File: src/rtl/mul_final_cpa_pkg.sv
// Shared multiplier definitions.
// Holds the product width, the split point of the final carry-propagate
// adder, and the redundant sum/carry pair emitted by the compression tree.
package mul_final_cpa_pkg;

  localparam int MUL_PROD_W = 48;
  localparam int MUL_SPLIT  = 24;

  // Redundant tree result: sum bit i has weight 2^i, carry bit i has
  // weight 2^(i+1).
  typedef struct packed {
    logic [MUL_PROD_W-1:0] sum;
    logic [MUL_PROD_W-1:0] carry;
  } mul_sc_pair_t;

endpackage

File: src/rtl/mul_final_cpa_cpa_slice.sv
// cpa_slice: W-bit binary adder with carry-in and carry-out.
// Ports:
//   a_i, b_i  W-bit addends
//   cin_i     carry into bit 0
//   sum_o     W-bit sum
//   cout_o    carry out of bit W-1
module cpa_slice #(
  parameter int W = 24
) (
  input  logic [W-1:0] a_i,
  input  logic [W-1:0] b_i,
  input  logic         cin_i,
  output logic [W-1:0] sum_o,
  output logic         cout_o
);

  logic [W:0] full;

  assign full            = {1'b0, a_i} + {1'b0, b_i} + {{W{1'b0}}, cin_i};
  assign {cout_o, sum_o} = full;

endmodule

File: src/rtl/mul_final_cpa.sv
// mul_final_cpa: final carry-propagate stage of the 24x24 mantissa multiplier.
// Resolves the tree's redundant sum/carry pair into a binary product in two
// pipeline stages: the low SPLIT bits are added in stage 1, the high bits in
// stage 2 using the registered carry out of the low half.
// Ports:
//   clk, rst             clock, synchronous active-high reset
//   in_valid/in_ready    input handshake for in_sum/in_carry
//   in_sum, in_carry     redundant tree result (carry bit i weighs 2^(i+1))
//   out_valid/out_ready  output handshake for out_prod
//   out_prod             (in_sum + 2*in_carry) mod 2^PROD_W
//   out_msb              out_prod[PROD_W-1], normalisation hint
module mul_final_cpa
  import mul_final_cpa_pkg::*;
#(
  parameter int PROD_W = MUL_PROD_W,
  parameter int SPLIT  = MUL_SPLIT
) (
  input  logic              clk,
  input  logic              rst,
  input  logic              in_valid,
  output logic              in_ready,
  input  logic [PROD_W-1:0] in_sum,
  input  logic [PROD_W-1:0] in_carry,
  output logic              out_valid,
  input  logic              out_ready,
  output logic [PROD_W-1:0] out_prod,
  output logic              out_msb
);

  localparam int HI_W = PROD_W - SPLIT;

  // Carry vector aligned to its true weight; the top carry bit falls off.
  logic [PROD_W-1:0] carry_sh;
  logic              carry_msb_unused;

  logic [SPLIT-1:0] lo_sum;
  logic             lo_cout;
  logic [HI_W-1:0]  hi_sum;
  logic             hi_cout_unused;

  logic              vld_p1_q, vld_p1_d;
  logic [SPLIT-1:0]  lo_p1_q, lo_p1_d;
  logic              c1_p1_q, c1_p1_d;
  logic [HI_W-1:0]   hs_p1_q, hs_p1_d;
  logic [HI_W-1:0]   hc_p1_q, hc_p1_d;
  logic              vld_p2_q, vld_p2_d;
  logic [PROD_W-1:0] prod_p2_q, prod_p2_d;

  logic s1_move;
  logic in_fire;
  logic adv2;

  assign carry_sh         = {in_carry[PROD_W-2:0], 1'b0};
  assign carry_msb_unused = in_carry[PROD_W-1];

  cpa_slice #(.W(SPLIT)) u_lo (
    .a_i    (in_sum[SPLIT-1:0]),
    .b_i    (carry_sh[SPLIT-1:0]),
    .cin_i  (1'b0),
    .sum_o  (lo_sum),
    .cout_o (lo_cout)
  );

  cpa_slice #(.W(HI_W)) u_hi (
    .a_i    (hs_p1_q),
    .b_i    (hc_p1_q),
    .cin_i  (c1_p1_q),
    .sum_o  (hi_sum),
    .cout_o (hi_cout_unused)
  );

  // Stage 2 can take new data when it is empty or being drained this cycle.
  assign s1_move  = !vld_p2_q || out_ready;
  assign in_ready = rst || !vld_p1_q || s1_move;
  assign in_fire  = in_valid && in_ready;
  assign adv2     = vld_p1_q && s1_move;

  always_comb begin
    vld_p1_d  = vld_p1_q;
    lo_p1_d   = lo_p1_q;
    c1_p1_d   = c1_p1_q;
    hs_p1_d   = hs_p1_q;
    hc_p1_d   = hc_p1_q;
    vld_p2_d  = vld_p2_q;
    prod_p2_d = prod_p2_q;

    // Stage 0 -> 1: low-half add, capture high-half operands.
    if (in_fire) begin
      vld_p1_d = 1'b1;
      lo_p1_d  = lo_sum;
      c1_p1_d  = lo_cout;
      hs_p1_d  = in_sum[PROD_W-1:SPLIT];
      hc_p1_d  = carry_sh[PROD_W-1:SPLIT];
    end else if (s1_move) begin
      vld_p1_d = 1'b0;
    end

    // Stage 1 -> 2: high-half add with the registered inter-half carry.
    if (s1_move) begin
      vld_p2_d = vld_p1_q;
    end
    if (adv2) begin
      prod_p2_d = {hi_sum, lo_p1_q};
    end
  end

  always_ff @(posedge clk) begin
    if (rst) begin
      vld_p1_q  <= 1'b0;
      lo_p1_q   <= '0;
      c1_p1_q   <= 1'b0;
      hs_p1_q   <= '0;
      hc_p1_q   <= '0;
      vld_p2_q  <= 1'b0;
      prod_p2_q <= '0;
    end else begin
      vld_p1_q  <= vld_p1_d;
      lo_p1_q   <= lo_p1_d;
      c1_p1_q   <= c1_p1_d;
      hs_p1_q   <= hs_p1_d;
      hc_p1_q   <= hc_p1_d;
      vld_p2_q  <= vld_p2_d;
      prod_p2_q <= prod_p2_d;
    end
  end

  assign out_valid = vld_p2_q;
  assign out_prod  = prod_p2_q;
  assign out_msb   = prod_p2_q[PROD_W-1];

endmodule

File: config.mk
export PLATFORM = sky130hd
export DESIGN_NAME = mul_final_cpa
export DESIGN_NICKNAME = d
export VERILOG_FILES = /design/src/rtl/mul_final_cpa_pkg.sv /design/src/rtl/mul_final_cpa_cpa_slice.sv /design/src/rtl/mul_final_cpa.sv
export SDC_FILE = /design/constraint.sdc
export NUM_CORES = 1
export LEC_CHECK = 0
export ABC_CLOCK_PERIOD_IN_PS = 2800
export CORE_ASPECT_RATIO = 0.8
export CORE_MARGIN = 4
export CORE_UTILIZATION = 40
export CTS_BUF_LIST = sky130_fd_sc_hd__clkbuf_4 sky130_fd_sc_hd__clkbuf_8 sky130_fd_sc_hd__clkbuf_16
export DETAILED_ROUTE_END_ITERATION = 10
export PLACE_DENSITY_LB_ADDON = 0.15
export SYNTH_ARGS = -nofsm -noshare
export SYNTH_HDL_FRONTEND = slang
export SYNTH_SLANG_ARGS = --single-unit
export TNS_END_PERCENT = 20
File: constraint.sdc
create_clock -name clk -period 2.8 [get_ports clk]
set_input_delay 0.56 -clock clk [delete_from_list [all_inputs] [get_ports clk]]
set_output_delay 0.56 -clock clk [all_outputs]
set_load 0.02 [all_outputs]
Yosys cells after proc, flatten, opt, wreduce, memory -nomap -nowiden:

Index checks and enable logic that the tools add are counted.

* register bits: 123
* logic and storage cells: 20

* add/sub/neg operators: 3
* mux-type cells: 2
* reductions and logical operators: 8

Operators by type and width (number)
* adder 24 x 24 -> 25 bit: 1
* adder 24 x 1 -> 24 bit: 1
* adder 24 bit: 1
* logical OR 1 bit: 3
* logical AND 1 bit: 2
* logical NOT 1 bit: 2
* two-way mux 1 bit: 2
* nonzero test 2 bit: 1

Logic depth before layout (Yosys ltp):

Gate-level depths: netlist of the first run.

* depth in word-level cells: 5
* mapped depth: 9
* depth with buffers taken out: 9

Modules after synthesis:

Synthesis of the first run repeated with hierarchy kept, for this count alone.

* cells, all modules: 906
* area, all modules: 7875.1 µm²

Modules (own cells, without submodules)
* mul_final_cpa: area each 5240.0 µm², sequential area each 2462.4 µm², times used 1, cells each 546
* cpa_slice (u_hi): area each 1356.3 µm², sequential area each 0.0 µm², times used 1, cells each 184
* cpa_slice (u_lo): area each 1278.7 µm², sequential area each 0.0 µm², times used 1, cells each 176

Least setup slack after synthesis of the first run:

OpenSTA, ideal clock, no wires.

* path type: register to register
* start point: reg c1_p1_q
* end point: reg prod_p2_q[44] (netlist: out_prod[44])
* path buffers: 0
* period minus slack after synthesis: 2.574 ns
* stages on the path, launching flop included: 10
* path slack: 0.226 ns
* setup time: 0.117 ns
* required time: 2.683 ns
* data arrival time: 2.457 ns
* path through: dfxtp_1 -> fa_1 -> fa_1 -> a21oi_1 -> nand4b_1 -> a21oi_1 -> o21ai_1 -> o21ai_1 -> or3_1 -> a32o_1

* cells in the longest elaborated chain, start to end: 1

RTL lines
* start: declaration: RTL line mul_final_cpa.sv:43 `logic c1_p1_q, c1_p1_d;`
* start signal: assignment: RTL line mul_final_cpa.sv:119 `c1_p1_q <= c1_p1_d;`
* adder 24 x 1 -> 24 bit: RTL line mul_final_cpa_cpa_slice.sv:19 `assign full = {1'b0, a_i} + {1'b0, b_i} + {{W{1'b0}}, cin_i};`
* end signal: assignment: RTL line mul_final_cpa.sv:123 `prod_p2_q <= prod_p2_d;`
* end: declaration: RTL line mul_final_cpa.sv:47 `logic [PROD_W-1:0] prod_p2_q, prod_p2_d;`

Every way passes these cells.
A chain may end at the register's enable or synchronous reset.

Worst setup path after layout of the first run:

* start point: reg c1_p1_q
* end point: reg prod_p2_q[42] (netlist: out_prod[42])

The elaborated chain is that of the path after synthesis.

==> results of run 1 <==
[final timing paths]
kind	start	end	slack, ps	depth (start not counted)
worst max-delay path	c1_p1_q$_SDFFE_PP0P_	out_prod[42]$_SDFFE_PP0P_	90	10
worst min register to register	lo_p1_q[19]$_SDFFE_PP0P_	out_prod[19]$_SDFFE_PP0P_	440	2
worst min-delay path	lo_p1_q[19]$_SDFFE_PP0P_	out_prod[19]$_SDFFE_PP0P_	440	2
worst max register to register	c1_p1_q$_SDFFE_PP0P_	out_prod[42]$_SDFFE_PP0P_	90	10
[power by group]
group | switching [W] | internal [W] | total, W
sequential | 0.0000614 | 0.00186 | 0.00192
combinational | 0.000523 | 0.000504 | 0.00103
clock | 0.000775 | 0.00141 | 0.00218
[sequential cells by signal, summed over array words and instances (netlist names)]
register,count
hc_p1_q,24
lo_p1_q,24
c1_p1_q,1
vld_p1_q,1
out_valid,1
out_prod,48
hs_p1_q,24
[logic make-up (layout without fill, tap and decap cells)]
logic type / after synthesis / after routing / synth area share
AND/OR/NAND/NOR: 322 / 322 / 0.214
flip-flops: 123 / 123 / 0.372
multiplexers: 2 / 2 / 0.00302
XOR/XNOR: 27 / 27 / 0.0357
adder cells (fa/ha/maj): 48 / 48 / 0.0941
AO/OA/AOI/OAI: 265 / 265 / 0.246
buffers and inverters: 62 / 245 / 0.0357
[timing repair]
action	4_1_cts	5_1_grt
gates resized for setup	3	4
setup endpoints to repair	1	8
setup buffers	0	0
cloned	0	0
pin swaps	2	2
[worst max-delay path, delay by kind of cell, from the launching register on]
kind,cells,cell delay (ps)
compound gates,5,950
xor+xnor,1,110
fa+ha+maj,2,810
buf+inv,1,180
flops,1,370
simple gates,1,180
[layout make-up]
class	instances	area, sq um	share of cell area
timing repair buffer	200	1910	0.206
inverter	16	60.1	0.00649
tap	215	269	0.0291
sequential	123	2460	0.266
clock inverter	7	90.1	0.00974
clock buffer	22	494	0.0534
multi-input combinational	664	3970	0.429
[through the flow]
step / area [sq um] / total power [W] / util / setup TNS, ps
4_1_cts: 9230 / 0.00517 / 0.577 / 0
2_1_floorplan: 6620 / 0.00252 / - / 0
3_3_place_gp: 8630 / 0.00296 / 0.539 / -1850
6_report: 9250 / 0.00513 / 0.578 / 0
3_5_place_dp: 8630 / 0.00297 / 0.539 / -1900
5_1_grt: 9250 / 0.00537 / 0.578 / 0
[routing by layer]
metal	track usage	part of all wire	wire length, um	up-vias
li1	-	-	-	3336
met5	0	0.00063	12	-
met1	0.298	0.51	9710	2994
met2	0.295	0.42	8050	164
met4	0.0432	0.0066	126	2
met3	0.0588	0.060	1140	12
[cells in the final DEF, fill, tap and decap left out, types with 3 or more instances in the layout]
cell type	n
a211oi_1	16
a22o_1	7
o21bai_1	6
nand4_1	6
ha_1	45
a21o_1	16
inv_1	16
nor2_1	38
clkdlybuf4s50_1	148
o21ai_1	4
buf_12	3
nand3b_1	11
clkbuf_8	5
xnor2_1	18
clkinv_2	3
or3_1	6
buf_4	49
nor3b_1	5
clkbuf_16	17
nor2b_1	6
nand2b_1	7
and3_1	6
a21oi_1	135
o21ai_0	28
o211ai_1	8
xor2_1	9
a2111oi_0	3
nand3_1	10
and2_1	3
dfxtp_1	123
o31ai_1	4
nand2_1	200
a31oi_1	4
o21a_1	6
nor3_1	15
==> flow_metrics.tcl, run 1 <==
set metrics [dict create \
    synth.top_cell.area_share 0.372 \
    hold_violations 0 \
    die_h_um 123 \
    antenna_cells 0 \
    ioPinCount 151 \
    max_stage_delay_ps 420 \
    postRouteAntennaNets 0 \
    synth-edff-count 0 \
    synthTopCellsByCount "nand2_1 (202), a21oi_1 (135), dfxtp_1 (123)" \
    synth_area_leaders "dfxtp_1 (37%), nand2_1 (11%), a21oi_1 (10%)" \
    setup_viol 0 \
    required_ps 3100 \
    yosysWarnings 0 \
    powerDensity_mw_per_mm2 554 \
    first_iter_violations 534 \
    layout.cells.non_filler 1247 \
    hp-class "reg2reg" \
    cts-root-buf "clkbuf_16" \
    row_count 41 \
    syn-num-nets 997 \
    ir_worst_vdd_uv 367 \
    numCtsBuffers 17 \
    netlist_instances 849 \
    io_buffers 149 \
    cts_tree "done" \
    first_global_vias 6078 \
    worstSetupPathType "reg2reg" \
    crit_fanout 5 \
    critical_path_arrival_ps 3010 \
    grt_pass1_wl_um 30900 \
    synth_seq_cells 123 \
    drive_gt1_frac 0.0921 \
    nets 1170 \
    synth_seq_area_share 0.372 \
    die_x_um 152 \
    cts.sinks 123 \
    area_delta_synth_final_pct 39.7 \
    drt_wl_total_um 19000 \
    fillCellCount 1532 \
    finClkSkew_ps 10.5 \
    ys_async_sr_fraction 0 \
    clock.fmax_ghz 0.369 \
    min_period_ps 2710 \
    track_usage 0.203 \
    dp_hpwl_um 14100 \
    gp_congestion 0.887 \
    cts_hold_buf 0 \
    status "finished, final reports clean" \
    synthesis.area_sq_mm 0.00662 \
    dpl_worst_slack_ps -447 \
    syn_avg_cell_area_sq_um 7.80 \
    tightest_slew_ps 654 \
    yosysUniqueCellTypes 58 \
    insertion_delay_ps 410 \
    cp-end-kind "register" \
    crit_chain "fa_2, fa_1, a21oi_1, nand4b_1, a21oi_1, buf_4, o21a_1, a31oi_2, xnor2_1, a22o_1" \
    grt-ovfl-total 0 \
    dp_cells 1218 \
    min_period_over_period 0.967 \
    setup_ws_ps 92.4 \
    die-area_sq_mm 0.0187 \
    drc 0 \
    drt_first_pass_iters 6 \
    grt_setup_unrepaired "false" \
    critPathLaunchType "register" \
    antenna_found_initial 1 \
    yosysMostFrequentCell "nand2_1" \
    hold_slack_ps 442 \
    crit_slowest_cell "fa_2" \
    maxCapViolCount 0 \
    ys.flop_type "dfxtp_1" \
    cp_common_cell "a21oi_1" \
    p_leak_nw 3.72 \
    vias 6508 \
    slew_violations 0 \
    ctsLongestPathBuffers 2 \
    synth_top_cell_by_area "dfxtp_1" \
    slew_headroom 0.564 \
    core_sq_mm 0.0160 \
    start_util 0.414 \
    grt_start_max_net_pins 131 \
    wl_per_cell_um 15.3 \
    htreeDepth 4 \
    clk_pin_slew_ps 60 \
    viasPerCell 5.22 \
]
(Power assumes the default switching activity.)
==> inputs of run 2 (changes only) <==
- ABC_CLOCK_PERIOD_IN_PS: 2800 -> unset
- CORE_UTILIZATION: 40 -> 46
- SLEW_MARGIN: unset -> 5
==> run 2 against run 1 <==
Effect of this change:
- final area about the same
- die area decreased by 12%
- sequential power about the same
- largest cell class unchanged
==> flow_metrics.tcl, run 2 (same netlist as run 1, synthesis figures left out) <==
set metrics [dict create \
    status "finished, final reports clean" \
    required_ps 3130 \
    nets 1173 \
    cts-root-buf "clkbuf_16" \
    grt_pass1_wl_um 29700 \
    grt-ovfl-total 0 \
    wl_per_cell_um 15.2 \
    hold_violations 0 \
    maxCapViolCount 0 \
    insertion_delay_ps 410 \
    start_util 0.479 \
    cp-end-kind "register" \
    io_buffers 149 \
    row_count 38 \
    crit_family "compound AO/OA/AOI/OAI gates" \
    track_usage 0.223 \
    min_period_over_period 0.957 \
    ctsLongestPathBuffers 2 \
    cts.sinks 123 \
    ioPinCount 151 \
    slew_violations 0 \
    viasPerCell 5.40 \
    antenna_found_initial 2 \
    min_period_ps 2680 \
    drt_first_pass_iters 5 \
    setup_ws_ps 122 \
    final_core_util 0.669 \
    hold_slack_ps 447 \
    dpl_worst_slack_ps -343 \
    ir_worst_vdd_uv 450 \
    first_global_vias 6113 \
    worstSetupPathType "in2reg" \
    die-area_sq_mm 0.0164 \
    cts_tree "done" \
    core_sq_mm 0.0138 \
    powerDensity_mw_per_mm2 561 \
    setup_viol 0 \
    clock.fmax_ghz 0.373 \
    die_h_um 115 \
    clk_pin_slew_ps 60 \
    antenna_cells 0 \
    drt_wl_total_um 18500 \
    gp_congestion 0.892 \
    crit_slowest_cell "clkdlybuf4s50_1" \
    largest_reg_flops 48 \
    crit_buf_inv 1 \
    drc 0 \
    postRouteAntennaNets 0 \
    max_stage_delay_ps 400 \
    drive_gt1_frac 0.101 \
    tightest_slew_ps 591 \
    critPathLaunchType "input port" \
    p_leak_nw 3.72 \
    slew_headroom 0.606 \
    first_iter_violations 422 \
    numCtsBuffers 17 \
    grt_start_max_net_pins 131 \
    dp_hpwl_um 13800 \
    finClkSkew_ps 7.05 \
    crit_fanout 3 \
    critical_path_arrival_ps 3010 \
    htreeDepth 4 \
    die_x_um 142 \
    vias 6578 \
    layout_common_cells "nand2_1 (200), clkdlybuf4s50_1 (148), a21oi_1 (133)" \
    final_common_cell "nand2_1" \
    hp-class "reg2reg" \
    fillCellCount 1243 \
    area_delta_synth_final_pct 39.8 \
    crit_chain "clkdlybuf4s50_1, ha_1, fa_2, a211oi_4, o211ai_2, and4_4, o2111ai_4, a32oi_2, xnor2_1, a211oi_2" \
]
==> run 2: final cells by class <==
class                   count  area, sq um  area share
multi-input cells         664         3980       0.430
flip-flops and latches    123         2460       0.266
repair buffers            203         1920       0.207
clock buffers              18          439      0.0474
well taps                 180          225      0.0243
clock inverters            14          170      0.0184
inverters                  16         60.1     0.00649
==> run 2: worst reg2reg max path, cell delays in order, from the launching register on <==
cell	delay [ps]
dfxtp_1	340
fa_2	430
fa_2	370
a21oi_2	160
nand4b_1	180
a21oi_2	100
buf_4	170
o21ai_0	220
a21boi_0	170
o21ai_0	180
o311ai_0	160
==> run 2: per-layer routing <==
layer  vias up  part of all wire  GRT usage
li1       3348                 -          -
met5         -            0.0012          0
met4         4            0.0092     0.0454
met1      3037              0.49      0.324
met2       172              0.43      0.340
met3        17             0.071     0.0511
==> run 2: path summary, 6_finish.rpt <==
kind / cells after the start / endpoint / from / slack [ps]
worst max-delay path: 10 / lo_p1_q[21]$_SDFFE_PP0P_ / in_sum[1] / 120
worst min-delay path: 2 / out_prod[12]$_SDFFE_PP0P_ / lo_p1_q[12]$_SDFFE_PP0P_ / 450
worst max register to register: 10 / out_prod[40]$_SDFFE_PP0P_ / c1_p1_q$_SDFFE_PP0P_ / 190
worst min register to register: 2 / out_prod[12]$_SDFFE_PP0P_ / lo_p1_q[12]$_SDFFE_PP0P_ / 450
==> run 2: timing repair <==
item                                    CTS  global route
resized for setup                         0            11
pin swaps                                 1             4
hold buffers                              0             0
endpoints found under the setup margin    1            11
buffers inserted                          0             2
gates cloned                              0             0
==> run 2: power by group <==
group	internal (W)	total (W)	switching [W]
clock network	0.00142	0.00225	0.000826
registers	0.00186	0.00192	0.0000615
logic	0.000504	0.00102	0.000518
==> run 2: metrics by stage <==
stage               instance area (sq um)  setup TNS [ps]  power [W]  cells
floorplan                            6620               0    0.00252    849
global placement                     8580           -1570    0.00294   1184
detailed placement                   8580           -1960    0.00296   1184
CTS                                  9190               0    0.00520   1216
global route                         9260           -8.30    0.00542   1218
finish                               9260               0    0.00519   1218
